## src/rtl/approx_mul_pkg.sv

```systemverilog
// Shared types for the shared 8x8 multiplier scheduler: operand/result stage
// records and the exact/approximate mode encoding.
package approx_mul_pkg;
    localparam int W       = 8;
    localparam int ZW      = 2 * W;
    localparam int IDW_MAX = 3;   // wide enough for up to 8 requesters

    typedef enum logic {
        MODE_APX   = 1'b0,
        MODE_EXACT = 1'b1
    } mul_mode_e;

    typedef struct packed {
        logic [W-1:0]       x;
        logic [W-1:0]       y;
        mul_mode_e          mode;
        logic [IDW_MAX-1:0] id;
    } s1_t;

    typedef struct packed {
        logic [ZW-1:0]      z;
        mul_mode_e          mode;
        logic [IDW_MAX-1:0] id;
    } s2_t;
endpackage

```

## src/rtl/approx_mul_rr_scheduler_if.sv

```systemverilog
// Requester-side and response-side handshake bundle of the multiplier scheduler.
interface approx_mul_rr_scheduler_if #(
    parameter int NREQ = 4,
    parameter int W    = 8
);
    localparam int IDW = $clog2(NREQ);

    logic [NREQ-1:0]   req_valid;
    logic [NREQ-1:0]   req_ready;
    logic [NREQ*W-1:0] req_x;
    logic [NREQ*W-1:0] req_y;
    logic [NREQ-1:0]   req_exact;
    logic              rsp_valid;
    logic              rsp_ready;
    logic [2*W-1:0]    rsp_z;
    logic [IDW-1:0]    rsp_id;
    logic              rsp_exact;
    logic              busy;

    modport slave (
        input  req_valid, req_x, req_y, req_exact, rsp_ready,
        output req_ready, rsp_valid, rsp_z, rsp_id, rsp_exact, busy
    );

    modport master (
        output req_valid, req_x, req_y, req_exact, rsp_ready,
        input  req_ready, rsp_valid, rsp_z, rsp_id, rsp_exact, busy
    );
endinterface

```

## src/rtl/approx_mul_core.sv

```systemverilog
// Combinational 8x8 unsigned multiplier: exact product or the l=2 approximation
// where the two low partial-product rows are folded into a few OR/AND terms.
module approx_mul_core
    import approx_mul_pkg::*;
(
    input  logic [W-1:0]  x_i,
    input  logic [W-1:0]  y_i,
    input  logic          exact_i,
    output logic [ZW-1:0] z_o
);
    logic [W-1:0]  p1, p2;
    logic [ZW-1:0] hi, c1, c2;

    always_comb begin
        p1  = y_i & {W{x_i[0]}};
        p2  = y_i & {W{x_i[1]}};
        hi  = (ZW'(y_i) * ZW'(x_i[W-1:2])) << 2;
        // Compressed contribution of rows x[0] and x[1], aligned at bit 6.
        c1  = {7'b0, p2[7], p1[7] & p2[6], p1[6] | p2[5], 6'b0};
        c2  = {8'b0, p1[7] | p2[6], p1[5] | p2[4], 6'b0};
        z_o = exact_i ? ZW'(x_i) * ZW'(y_i) : hi + c1 + c2;
    end
endmodule

```

## src/rtl/approx_mul_rr_scheduler.sv

```systemverilog
// Round-robin front end sharing one multiplier among NREQ requesters through a
// 2-stage (operand reg -> product reg) pipeline with valid/ready on both sides.
module approx_mul_rr_scheduler
    import approx_mul_pkg::*;
#(
    parameter int NREQ = 4,
    parameter int IDW  = $clog2(NREQ)
) (
    input  logic                        clk,
    input  logic                        rst,
    approx_mul_rr_scheduler_if.slave    sched_io
);
    logic [IDW-1:0] rr_ptr_q, rr_ptr_d, gnt, idx;
    logic [IDW:0]   sum;
    logic           gnt_found, stall2, adv1, s1_free, accept;
    logic           s1_vld_q, s1_vld_d, s2_vld_q, s2_vld_d;
    s1_t            s1_q, s1_d;
    s2_t            s2_q, s2_d;
    logic [ZW-1:0]  z;

    approx_mul_core u_core (
        .x_i     (s1_q.x),
        .y_i     (s1_q.y),
        .exact_i (s1_q.mode == MODE_EXACT),
        .z_o     (z)
    );

    assign stall2  = s2_vld_q & ~sched_io.rsp_ready;
    assign adv1    = s1_vld_q & ~stall2;
    assign s1_free = ~s1_vld_q | adv1;
    assign accept  = gnt_found & s1_free & ~rst;

    // First valid requester at or after rr_ptr, wrapping at NREQ-1.
    always_comb begin
        gnt       = '0;
        gnt_found = 1'b0;
        sum       = '0;
        idx       = '0;
        for (int k = 0; k < NREQ; k++) begin
            sum = {1'b0, rr_ptr_q} + (IDW+1)'(k);
            if (sum >= (IDW+1)'(NREQ)) sum = sum - (IDW+1)'(NREQ);
            idx = sum[IDW-1:0];
            if (!gnt_found && sched_io.req_valid[idx]) begin
                gnt_found = 1'b1;
                gnt       = idx;
            end
        end
        sched_io.req_ready = '0;
        if (accept) sched_io.req_ready[gnt] = 1'b1;
    end

    always_comb begin
        s1_d     = s1_q;
        s1_vld_d = s1_vld_q & ~adv1;
        rr_ptr_d = rr_ptr_q;
        if (accept) begin
            s1_d.x    = sched_io.req_x[gnt*W +: W];
            s1_d.y    = sched_io.req_y[gnt*W +: W];
            s1_d.mode = mul_mode_e'(sched_io.req_exact[gnt]);
            s1_d.id   = IDW_MAX'(gnt);
            s1_vld_d  = 1'b1;
            rr_ptr_d  = (gnt == IDW'(NREQ-1)) ? '0 : gnt + IDW'(1);
        end
        s2_d     = s2_q;
        s2_vld_d = s2_vld_q;
        // Refill from s1 takes priority so a drain and a refill share one cycle.
        if (adv1) begin
            s2_d.z    = z;
            s2_d.mode = s1_q.mode;
            s2_d.id   = s1_q.id;
            s2_vld_d  = 1'b1;
        end else if (sched_io.rsp_ready) begin
            s2_vld_d  = 1'b0;
        end
    end

    always_ff @(posedge clk or posedge rst) begin
        if (rst) begin
            s1_vld_q <= 1'b0;
            s2_vld_q <= 1'b0;
            rr_ptr_q <= '0;
            s1_q     <= '0;
            s2_q     <= '0;
        end else begin
            s1_vld_q <= s1_vld_d;
            s2_vld_q <= s2_vld_d;
            rr_ptr_q <= rr_ptr_d;
            s1_q     <= s1_d;
            s2_q     <= s2_d;
        end
    end

    assign sched_io.rsp_valid = s2_vld_q;
    assign sched_io.rsp_z     = s2_q.z;
    assign sched_io.rsp_id    = s2_q.id[IDW-1:0];
    assign sched_io.rsp_exact = s2_q.mode;
    assign sched_io.busy      = s1_vld_q | s2_vld_q;
endmodule

```

## src/flat_wrapper.sv

```systemverilog
// flat-port wrapper written by rule: the top's interface ports become plain ports
module approx_mul_rr_scheduler_flat import approx_mul_pkg::*;
#(
    parameter int NREQ = 4,
    parameter int IDW  = $clog2(NREQ)
)
  (clk, rst, sched_io_req_valid, sched_io_req_x, sched_io_req_y, sched_io_req_exact, sched_io_rsp_ready, sched_io_req_ready, sched_io_rsp_valid, sched_io_rsp_z, sched_io_rsp_id, sched_io_rsp_exact, sched_io_busy);
  approx_mul_rr_scheduler_if #(.NREQ(NREQ), .W(8)) sched_io_i ();
  input  logic clk;
  input  logic rst;
  input wire logic [$bits(sched_io_i.req_valid)-1:0] sched_io_req_valid;
  input wire logic [$bits(sched_io_i.req_x)-1:0] sched_io_req_x;
  input wire logic [$bits(sched_io_i.req_y)-1:0] sched_io_req_y;
  input wire logic [$bits(sched_io_i.req_exact)-1:0] sched_io_req_exact;
  input wire logic [$bits(sched_io_i.rsp_ready)-1:0] sched_io_rsp_ready;
  output wire logic [$bits(sched_io_i.req_ready)-1:0] sched_io_req_ready;
  output wire logic [$bits(sched_io_i.rsp_valid)-1:0] sched_io_rsp_valid;
  output wire logic [$bits(sched_io_i.rsp_z)-1:0] sched_io_rsp_z;
  output wire logic [$bits(sched_io_i.rsp_id)-1:0] sched_io_rsp_id;
  output wire logic [$bits(sched_io_i.rsp_exact)-1:0] sched_io_rsp_exact;
  output wire logic [$bits(sched_io_i.busy)-1:0] sched_io_busy;
  assign sched_io_i.req_valid = sched_io_req_valid;
  assign sched_io_i.req_x = sched_io_req_x;
  assign sched_io_i.req_y = sched_io_req_y;
  assign sched_io_i.req_exact = sched_io_req_exact;
  assign sched_io_i.rsp_ready = sched_io_rsp_ready;
  assign sched_io_req_ready = sched_io_i.req_ready;
  assign sched_io_rsp_valid = sched_io_i.rsp_valid;
  assign sched_io_rsp_z = sched_io_i.rsp_z;
  assign sched_io_rsp_id = sched_io_i.rsp_id;
  assign sched_io_rsp_exact = sched_io_i.rsp_exact;
  assign sched_io_busy = sched_io_i.busy;
  approx_mul_rr_scheduler #(.NREQ(NREQ), .IDW(IDW)) u_core (.clk(clk), .rst(rst), .sched_io(sched_io_i));
endmodule
```

## config.mk

```make
export PLATFORM = sky130hd
export DESIGN_NAME = approx_mul_rr_scheduler_flat
export DESIGN_NICKNAME = d
export VERILOG_FILES = /design/src/rtl/approx_mul_pkg.sv /design/src/rtl/approx_mul_rr_scheduler_if.sv /design/src/rtl/approx_mul_core.sv /design/src/rtl/approx_mul_rr_scheduler.sv /design/src/flat_wrapper.sv
export SDC_FILE = /design/constraint.sdc
export NUM_CORES = 1
export LEC_CHECK = 0
export CAP_MARGIN = 20
export CORE_UTILIZATION = 60
export DETAILED_ROUTE_END_ITERATION = 10
export DONT_BUFFER_PORTS = 1
export GPL_ROUTABILITY_DRIVEN = 0
export PLACE_DENSITY = 0.76
export REMOVE_ABC_BUFFERS = 1
export SETUP_SLACK_MARGIN = 0.5
export SLEW_MARGIN = 20
export SYNTH_ARGS = -nofsm -noshare
export SYNTH_HDL_FRONTEND = slang
export SYNTH_SLANG_ARGS = --single-unit
```

## constraint.sdc

```tcl
create_clock -name clk -period 12.2 [get_ports clk]
set_clock_uncertainty 0.05 [all_clocks]
set_input_delay 2.44 -clock clk [delete_from_list [all_inputs] [get_ports clk]]
set_output_delay 2.44 -clock clk [all_outputs]
set_load 0.01 [all_outputs]
```

## Word level (Yosys, flattened, before mapping)

Cells that the tools add are included.

| storage, ports and cells | value |
|---|---|
| flip-flop bits (word level) | 42 |
| word-level logic and storage cells | 91 |
| input port bits | 75 |
| output and inout bits | 25 |

| operators by class | value |
|---|---|
| add/sub/neg operators | 10 |
| reduce and logical (&&, ||, !) cells | 8 |
| shift operators | 2 |
| mux-type cells | 30 |
| bitwise operators | 18 |
| equal/unequal tests | 1 |
| $mul | 2 |
| magnitude comparators | 10 |

Operator list:

| kind | number |
|---|---|
| $shiftx 32x6->8 | 2 |
| $mux 2 | 9 |
| $add 16x8->16 | 1 |
| $add 16x9->16 | 1 |
| $and 8x8->8 | 2 |
| $mul 8x8->16 | 1 |
| $mux 16 | 1 |
| $lt 2x3->1 const B | 5 |
| $mul 8x6->14 | 1 |
| $mux 1 | 13 |
| $bmux 1 s2 | 5 |
| $ge 3x3->1 const B | 3 |
| $sub 2x1->2 const B | 4 |
| $add 2x2->3 const B | 2 |
| $and 1x1->1 | 6 |
| $not 1->1 | 5 |
| $or 1x1->1 | 5 |
| $logic_and 1x1->1 | 4 |
| $mux 4 | 1 |
| $add 2x1->3 const B | 1 |
| $ge 2x3->1 const B | 1 |
| $logic_not 1->1 | 3 |
| $add 2x1->2 const B | 1 |
| $demux 1 s2 | 1 |
| other kinds (3) | 3 |

## Logic depth before layout (Yosys ltp)

Gate-level depths: netlist (run 1).

| depth | value |
|---|---|
| word-level depth | 19 |
| depth in mapped cells | 20 |
| mapped depth without buffers | 19 |

## Cells and area by module

From an unflattened synthesis (run 1), not the netlist that was laid out.

| unflattened totals | value |
|---|---|
| cells, all modules | 665 |
| area, all modules | 6189.7 um^2 |

Modules (own cells, without submodules):

| module | instances | cells each | area each (um^2) | sequential area each (um^2) |
|---|---|---|---|---|
| approx_mul_core | 1 | 468 | 3867.5 | 0.0 |
| approx_mul_rr_scheduler | 1 | 197 | 2322.2 | 1051.0 |

## Least setup slack after synthesis (run 1)

Ideal clock, no wire load.

| path | value |
|---|---|
| path type | input to output |
| from | input sched_io_req_valid[0] |
| to | output sched_io_req_ready[0] |
| stages on the path | 7 |
| required time | 9.710 ns |
| path slack | 5.697 ns |
| arrival time | 4.013 ns |
| path buffers | 1 |
| path through | nor2b_1 > a211o_1 > a21oi_1 > clkbuf_1 > inv_1 > ha_1 > and3_1 |

| on the way | value |
|---|---|
| word-level cells in the longest chain between the ends | 17 |
| elaborated cells on any way between the ends | 30 |
| those cells by class | order compare (2); mux (19); bitwise (2); reduce/logical (7) |

RTL lines:

| item | RTL line | source |
|---|---|---|
| start: declaration | flat_wrapper.sv:11 | `input wire logic [$bits(sched_io_i.req_valid)-1:0] sched_io_req_valid;` |
| $bmux 1 s2 | approx_mul_rr_scheduler.sv:43 | `if (!gnt_found && sched_io.req_valid[idx]) begin` |
| $mux 1 (implied by the code) | approx_mul_rr_scheduler.sv:43 |  |
| $mux 1 | approx_mul_rr_scheduler.sv:43 |  |
| $logic_not 1->1 | approx_mul_rr_scheduler.sv:43 |  |
| $logic_and 1x1->1 | approx_mul_rr_scheduler.sv:43 |  |
| $mux 1 | approx_mul_rr_scheduler.sv:43 |  |
| $logic_not 1->1 | approx_mul_rr_scheduler.sv:43 |  |
| $logic_and 1x1->1 | approx_mul_rr_scheduler.sv:43 |  |
| [2 not listed] | n/a |  |
| $logic_and 1x1->1 | approx_mul_rr_scheduler.sv:43 |  |
| $mux 2 (*) | approx_mul_rr_scheduler.sv:43 |  |
| named net u_core.gnt[0] | approx_mul_rr_scheduler.sv:13 | `logic [IDW-1:0] rr_ptr_q, rr_ptr_d, gnt, idx;` |
| $lt 2x3->1 (implied by the code) or $ge 2x1->1 (tied branches) | approx_mul_rr_scheduler.sv:49 | `if (accept) sched_io.req_ready[gnt] = 1'b1;` |
| $logic_and 1x1->1 (implied by the code) | approx_mul_rr_scheduler.sv:49 |  |
| $mux 1 (implied by the code) | approx_mul_rr_scheduler.sv:49 |  |
| $demux 1 s2 (*) | n/a |  |
| $mux 4 (*) | approx_mul_rr_scheduler.sv:49 |  |
| end: declaration | flat_wrapper.sv:16 | `output wire logic [$bits(sched_io_i.req_ready)-1:0] sched_io_req_ready;` |

Mark *: on every way through the listed nets, which the timed path passes. The rest lies on a longest branch. The select of a mux whose other input is x is not followed.

## Final worst setup path (run 1)

| path | value |
|---|---|
| from | input sched_io_req_valid[0] |
| to | output sched_io_req_ready[0] |

| on the way | value |
|---|---|
| word-level cells in the longest chain between the ends | 17 |
| elaborated cells on any way between the ends | 30 |
| those cells by class | order compare (2); mux (19); bitwise (2); reduce/logical (7) |

RTL lines:

| item | RTL line |
|---|---|
| $bmux 1 s2 | approx_mul_rr_scheduler.sv:43 |
| $mux 1 (implied by the code) | approx_mul_rr_scheduler.sv:43 |
| $mux 1 | approx_mul_rr_scheduler.sv:43 |
| $logic_not 1->1 | approx_mul_rr_scheduler.sv:43 |
| $logic_and 1x1->1 | approx_mul_rr_scheduler.sv:43 |
| $mux 1 | approx_mul_rr_scheduler.sv:43 |
| $logic_not 1->1 | approx_mul_rr_scheduler.sv:43 |
| $logic_and 1x1->1 | approx_mul_rr_scheduler.sv:43 |
| $mux 1 | approx_mul_rr_scheduler.sv:43 |
| $logic_not 1->1 | approx_mul_rr_scheduler.sv:43 |
| $logic_and 1x1->1 | approx_mul_rr_scheduler.sv:43 |
| $mux 2 | approx_mul_rr_scheduler.sv:43 |
| $lt 2x3->1 (implied by the code) or $ge 2x1->1 (tied branches) | approx_mul_rr_scheduler.sv:49 |
| $logic_and 1x1->1 (implied by the code) | approx_mul_rr_scheduler.sv:49 |
| $mux 1 (implied by the code) | approx_mul_rr_scheduler.sv:49 |
| $demux 1 s2 | n/a |
| $mux 4 (*) | approx_mul_rr_scheduler.sv:49 |

Mark *: on every way between the ends. The rest lies on a longest branch, timed or not. The select of a mux whose other input is x is not followed.

==> results.json, run 1 <==
{
  "status": "complete, no violations",
  "utilization": 0.631,
  "clockBufferDepth": 2,
  "rr_worst_depth": 16,
  "stdcell_count": 856,
  "cp_slowest_cell": "clkinv_1",
  "grt_use_total": 0.263,
  "path_depth": 6,
  "clkLatencyLatePin_ns": 0.32,
  "r2r_setup_slack_ns": 6.93,
  "grt_pass1_wl_mm": 21.2,
  "chipWidth_um": 102,
  "grt_pass1_vias": 4661,
  "synthTopCellsByCount": "nand2_1, inv_1, ha_1, fa_1, o21ai_0",
  "crit_arrival_ns": 4.89,
  "hold-path-cell-count": 2,
  "drc_errors": 0,
  "required_ns": 9.71,
  "finalSetupViolations": 0,
  "post_dp_cell_area_mm2": 0.00603,
  "grt_start_max_net_pins": 43,
  "min_to": "u_core.sched_io.rsp_id[0]",
  "synth_cell_types": 52,
  "place_hpwl_mm": 10.5,
  "final_area_mm2": 0.00614,
  "rr_endpoint": "u_core.sched_io.rsp_z[13]",
  "firstDrtPassIters": 4,
  "end_kind": "output port",
  "cts_resized": 0,
  "fin_crit_sh": 0.605,
  "maxCapViolCount": 0,
  "cts_made_buffers": 5,
  "ys_seq_area_frac": 0.176,
  "synth_top_area_cell": "fa_1",
  "gr-total-overflow": 0,
  "antenna_cells": 0,
  "synthArstFlopShare": 1.00,
  "detailroute.via_count": 4723,
  "syn2layout_area_growth_pct": 2.81,
  "yosysWarnings": 0,
  "synthTopCellsByArea": "fa_1, dfrtp_1, ha_1",
  "cts.htree.levels": 2,
  "critical_path.startpoint_type": "input pin",
  "ioPinCount": 100,
  "period_minus_slack_ns": 7.38,
  "die_h_um": 102,
  "cp_top_family": "buffers and inverters",
  "cts_hold_buf": 0,
  "dp_cells": 848,
  "crit_chain": "a21o_1 -> a21oi_1 -> o22a_2 -> clkinv_1 -> ha_1 -> and3_1",
  "path_class": "input pin to output port",
  "drive_gt1_frac": 0.0318,
  "wirelength_mm": 12.9,
  "clkTransAtPathRegs_ns": 0.09,
  "regToRegStartpoint": "u_core.s1_q[16]",
  "fin_setup_tns_ns": 0,
  "clock_sinks": 42,
  "wl_per_cell_um": 15.0,
  "routed_via_density": 5.52,
  "crit_start": "sched_io_req_valid[0]",
  "netlist_area_mm2": 0.00597,
  "core_region_area_mm2": 0.00973,
  "worstHoldStart": "u_core.s1_q[0]",
  "cpPeakStageDelay_ns": 0.89,
  "synth_edf_count": 0,
  "start_util": 0.614,
  "rsz0062_at_grt": "false",
  "synthFlopType": "dfrtp_1",
  "hold_viol_final": 0,
  "drt-initial-drc-count": 171,
  "post-synth-top-area-fraction": 0.198,
  "crit_fanout": 37,
  "floorplan.die_area_mm2": 0.0104,
  "yosysMostFrequentCell": "nand2_1",
  "ctsRootBufferMaster": "clkbuf_8",
  "postCtsSetupRepairBufs": 0,
  "hold_path.class": "register to register",
  "nets": 925,
  "synth_cells": 746,
  "port_buffers": 0,
  "max_freq_mhz": 136,
  "cp_num_buf_inv": 1,
  "antenna_found_initial": 0,
  "tightest_slew_ns": 0.913,
  "drv_slew": 0,
  "synth-seq-cells": 42,
  "placementRows": 36,
  "synth.avg_cell_area_um2": 8.01,
  "cts_tree": "built",
  "antenna_left": 0,
  "relSlewSlack": 0.391
}
## worst register-to-register path: stages, from the launching register on
cell and delay, ns:
dfrtp_1 0.60, and2_1 0.23, inv_1 0.07, fa_1 0.54, fa_1 0.44, fa_1 0.55, inv_1 0.05, ha_1 0.35
o21ai_0 0.35, nor2_1 0.16, nor2_1 0.14, ha_1 0.27, fa_1 0.47, a21oi_1 0.39, nor2b_1 0.11, xnor2_1 0.14
o221a_2 0.23
## placed cells by master, fill, tap and decap left out, drive strengths merged, types with 7 or more instances in the layout
cell   count
inv      126
a21oi     14
fa        59
nand3     21
nor2      15
a21o      12
xor2       8
and2      36
o21ai     57
mux2i      7
nand2    162
dfrtp     42
xnor2     15
ha        69
## flip-flops by register name (all words and copies together), names as in the netlist
register                   flops
u_core.sched_io.rsp_z         16
u_core.sched_io.rsp_id         2
u_core.sched_io.rsp_exact      1
u_core.s1_q                   19
u_core.s1_vld_q                1
u_core.sched_io.rsp_valid      1
u_core.rr_ptr_q                2
## layer usage
| layer | GRT usage | vias up | share of wire |
|---|---|---|---|
| met4 | 0.0602 | 0 | 0.011 |
| met5 | 0 | - | 0 |
| met1 | 0.351 | 2214 | 0.46 |
| li1 | - | 2343 | - |
| met2 | 0.455 | 152 | 0.49 |
| met3 | 0.0366 | 14 | 0.044 |
## through the flow
stage | hold WS [ns] | setup WS, ns
finish | 0.434 | 4.82
global route | 0.466 | 4.58
CTS | 0.438 | 4.27
detailed placement | 0.413 | 4.27
global placement | 0.415 | 4.46
floorplan | 0.389 | 4.86
## final cells by class
class / count / area [µm²]
flip-flops and latches: 42 / 1050
clock inverters: 3 / 26.3
fillers: 884 / 3590
clock buffers: 5 / 68.8
well taps: 133 / 166
inverters: 124 / 465
repair buffers: 2 / 15.0
multi-input cells: 547 / 4350
## logic make-up (layout without fill, tap and decap cells)
logic type	after synthesis	after routing	share of synthesized area
buf+inv	157	134	0.0987
xor+xnor	23	23	0.0337
fa+ha+maj	128	128	0.342
simple gates	267	267	0.208
compound gates	122	122	0.129
mux	7	7	0.0117
flops	42	42	0.176
## how the worst max path moves through the flow
stage,to
global placement,sched_io_req_ready[0]
CTS,sched_io_req_ready[0]
finish,sched_io_req_ready[0]
detailed placement,sched_io_req_ready[0]
global route,sched_io_req_ready[0]
floorplan,sched_io_req_ready[0]
Power of run 1 is not shown: default switching activity piles up to over one toggle a cycle in this logic, so the estimate is an artifact.
==> run 2, diff against run 1 <==
- PLACE_DENSITY: 0.76 -> 0.79
- clock period: 12.2 -> 6.7 ns (I/O delays scaled with it)
==> run 2 against run 1 <==
Count of clock-buffer cells in the layout stayed put. Non-clock buffer count grew 3. Design area grew 0.22%. Critical endpoint is now u_core.sched_io.rsp_z[11]. Highest routed layer is now met5.
==> results.json, run 2 (same netlist as run 1, synthesis figures left out) <==
{
  "multi_input_comb_area_mm2": 0.00434,
  "cpPeakStageDelay_ns": 0.56,
  "grt_start_max_net_pins": 43,
  "end_kind": "register",
  "finalSetupViolations": 0,
  "antenna_left": 0,
  "regMostFlops": "u_core.s1_q",
  "hold_path.class": "register to register",
  "fin_crit_sh": 0.799,
  "start_util": 0.614,
  "cts.htree.levels": 2,
  "antenna_cells": 0,
  "drive_gt1_frac": 0.0331,
  "drc_errors": 0,
  "path_depth": 17,
  "cts_made_buffers": 5,
  "postCtsSetupRepairBufs": 0,
  "hold_viol_final": 0,
  "fill_cells": 843,
  "status": "complete, no violations",
  "drv_slew": 0,
  "crit_chain": "and2_1 -> inv_1 -> fa_1 -> fa_1 -> fa_1 -> inv_1 -> ha_1 -> o21ai_0 -> nor2_1 -> nor2_1 -> ha_1 -> fa_1 -> a21oi_1 -> nor2_1 -> xnor2_1 -> mux2i_1 -> o21ai_0",
  "cts_resized": 0,
  "hold-path-cell-count": 2,
  "wirelength_mm": 13.5,
  "seqCellArea_mm2": 0.00105,
  "maxCapViolCount": 0,
  "clockBufferDepth": 2,
  "met1_length_mm": 5.58,
  "relSlewSlack": 0.428,
  "wl_per_cell_um": 15.7,
  "cts_hold_buf": 0,
  "cts_tree": "built",
  "die_h_um": 102,
  "period_minus_slack_ns": 5.35,
  "clkLatencyLatePin_ns": 0.31,
  "antenna_found_initial": 1,
  "grt_pass1_wl_mm": 21.8,
  "rr_worst_depth": 17,
  "max_freq_mhz": 187,
  "routed_via_density": 5.67,
  "cp_slowest_cell": "fa_1",
  "final_common_cell": "nand2_1",
  "ioPinCount": 100,
  "chipWidth_um": 102,
  "nets": 928,
  "core_region_area_mm2": 0.00973,
  "syn2layout_area_growth_pct": 3.04,
  "wl_met3_um": 918,
  "worstHoldStart": "u_core.s1_q[0]",
  "crit_start": "u_core.s1_q[7]",
  "path_class": "register to register",
  "detailroute.via_count": 4869,
  "met2_length_mm": 6.66,
  "required_ns": 6.84,
  "grt_use_total": 0.272,
  "firstDrtPassIters": 5,
  "floorplan.die_area_mm2": 0.0104,
  "ctsRootBufferMaster": "clkbuf_8",
  "port_buffers": 0,
  "largest_reg_flops": 19,
  "critical_path.startpoint_type": "register",
  "drt-initial-drc-count": 241,
  "placementRows": 36,
  "fin_ws_ns": 1.35,
  "regToRegStartpoint": "u_core.s1_q[7]",
  "cp_num_buf_inv": 2,
  "crit_arrival_ns": 5.49,
  "final_cell_mix": "nand2_1, inv_1, ha_1",
  "place_hpwl_mm": 11.1,
  "tightest_slew_ns": 0.852,
  "grt_pass1_vias": 4724,
  "top_layer": "met5",
  "cp_top_family": "adder cells",
  "clkTransAtPathRegs_ns": 0.10,
  "crit_fanout": 9,
  "clock_sinks": 42,
  "fin_setup_tns_ns": 0,
  "gr-total-overflow": 0,
  "post-place-ws_ns": 1.50,
  "crit_path_frequent_cell": "fa_1",
  "rsz0062_at_grt": "false"
}
-- run 2: metal layers --
layer	up-vias	track usage
met5	-	0
met3	33	0.0490
met1	2280	0.336
met4	2	0.0713
li1	2340	-
met2	214	0.487
-- run 2: worst reg2reg max path, stage by stage, from the launching register on --
cell and delay [ns]:
dfrtp_1 0.50, and2_1 0.22, inv_1 0.08, fa_1 0.56, fa_1 0.46, fa_1 0.55, inv_1 0.04, ha_1 0.36
o21ai_0 0.41, nor2_1 0.17, nor2_1 0.16, ha_1 0.29, fa_1 0.48, a21oi_1 0.38, nor2_1 0.12, xnor2_1 0.17
mux2i_1 0.14, o21ai_0 0.08
-- run 2: layout make-up --
type,instances,area share
Multi-Input combinational cell,547,0.705
Clock inverter,3,0.00427
Sequential cell,42,0.171
Clock buffer,5,0.0112
Timing Repair Buffer,5,0.00610
Tap cell,133,0.0270
Inverter,124,0.0756
-- run 2: per-stage QoR --
step | instance area, µm² | hold WS, ns | cells | util
2_1_floorplan | 5850 | 0.389 | 713 | -
3_3_place_gp | 6060 | 0.406 | 851 | 0.622
3_5_place_dp | 6060 | 0.415 | 851 | 0.622
4_1_cts | 6150 | 0.433 | 859 | 0.632
5_1_grt | 6150 | 0.470 | 859 | 0.632
6_report | 6150 | 0.428 | 859 | 0.632
-- run 2: final timing paths --
kind / slack (ns) / end
max in group asynchronous: 5.25 / u_core.sched_io.rsp_z[13]
worst max-delay path: 1.35 / u_core.sched_io.rsp_z[11]
min in group asynchronous: 0.97 / u_core.sched_io.rsp_z[0]
worst max register to register: 1.35 / u_core.sched_io.rsp_z[11]
worst min-delay path: 0.43 / u_core.sched_io.rsp_id[0]
worst min register to register: 0.43 / u_core.sched_io.rsp_id[0]
Power of run 2 is left out for the same reason.
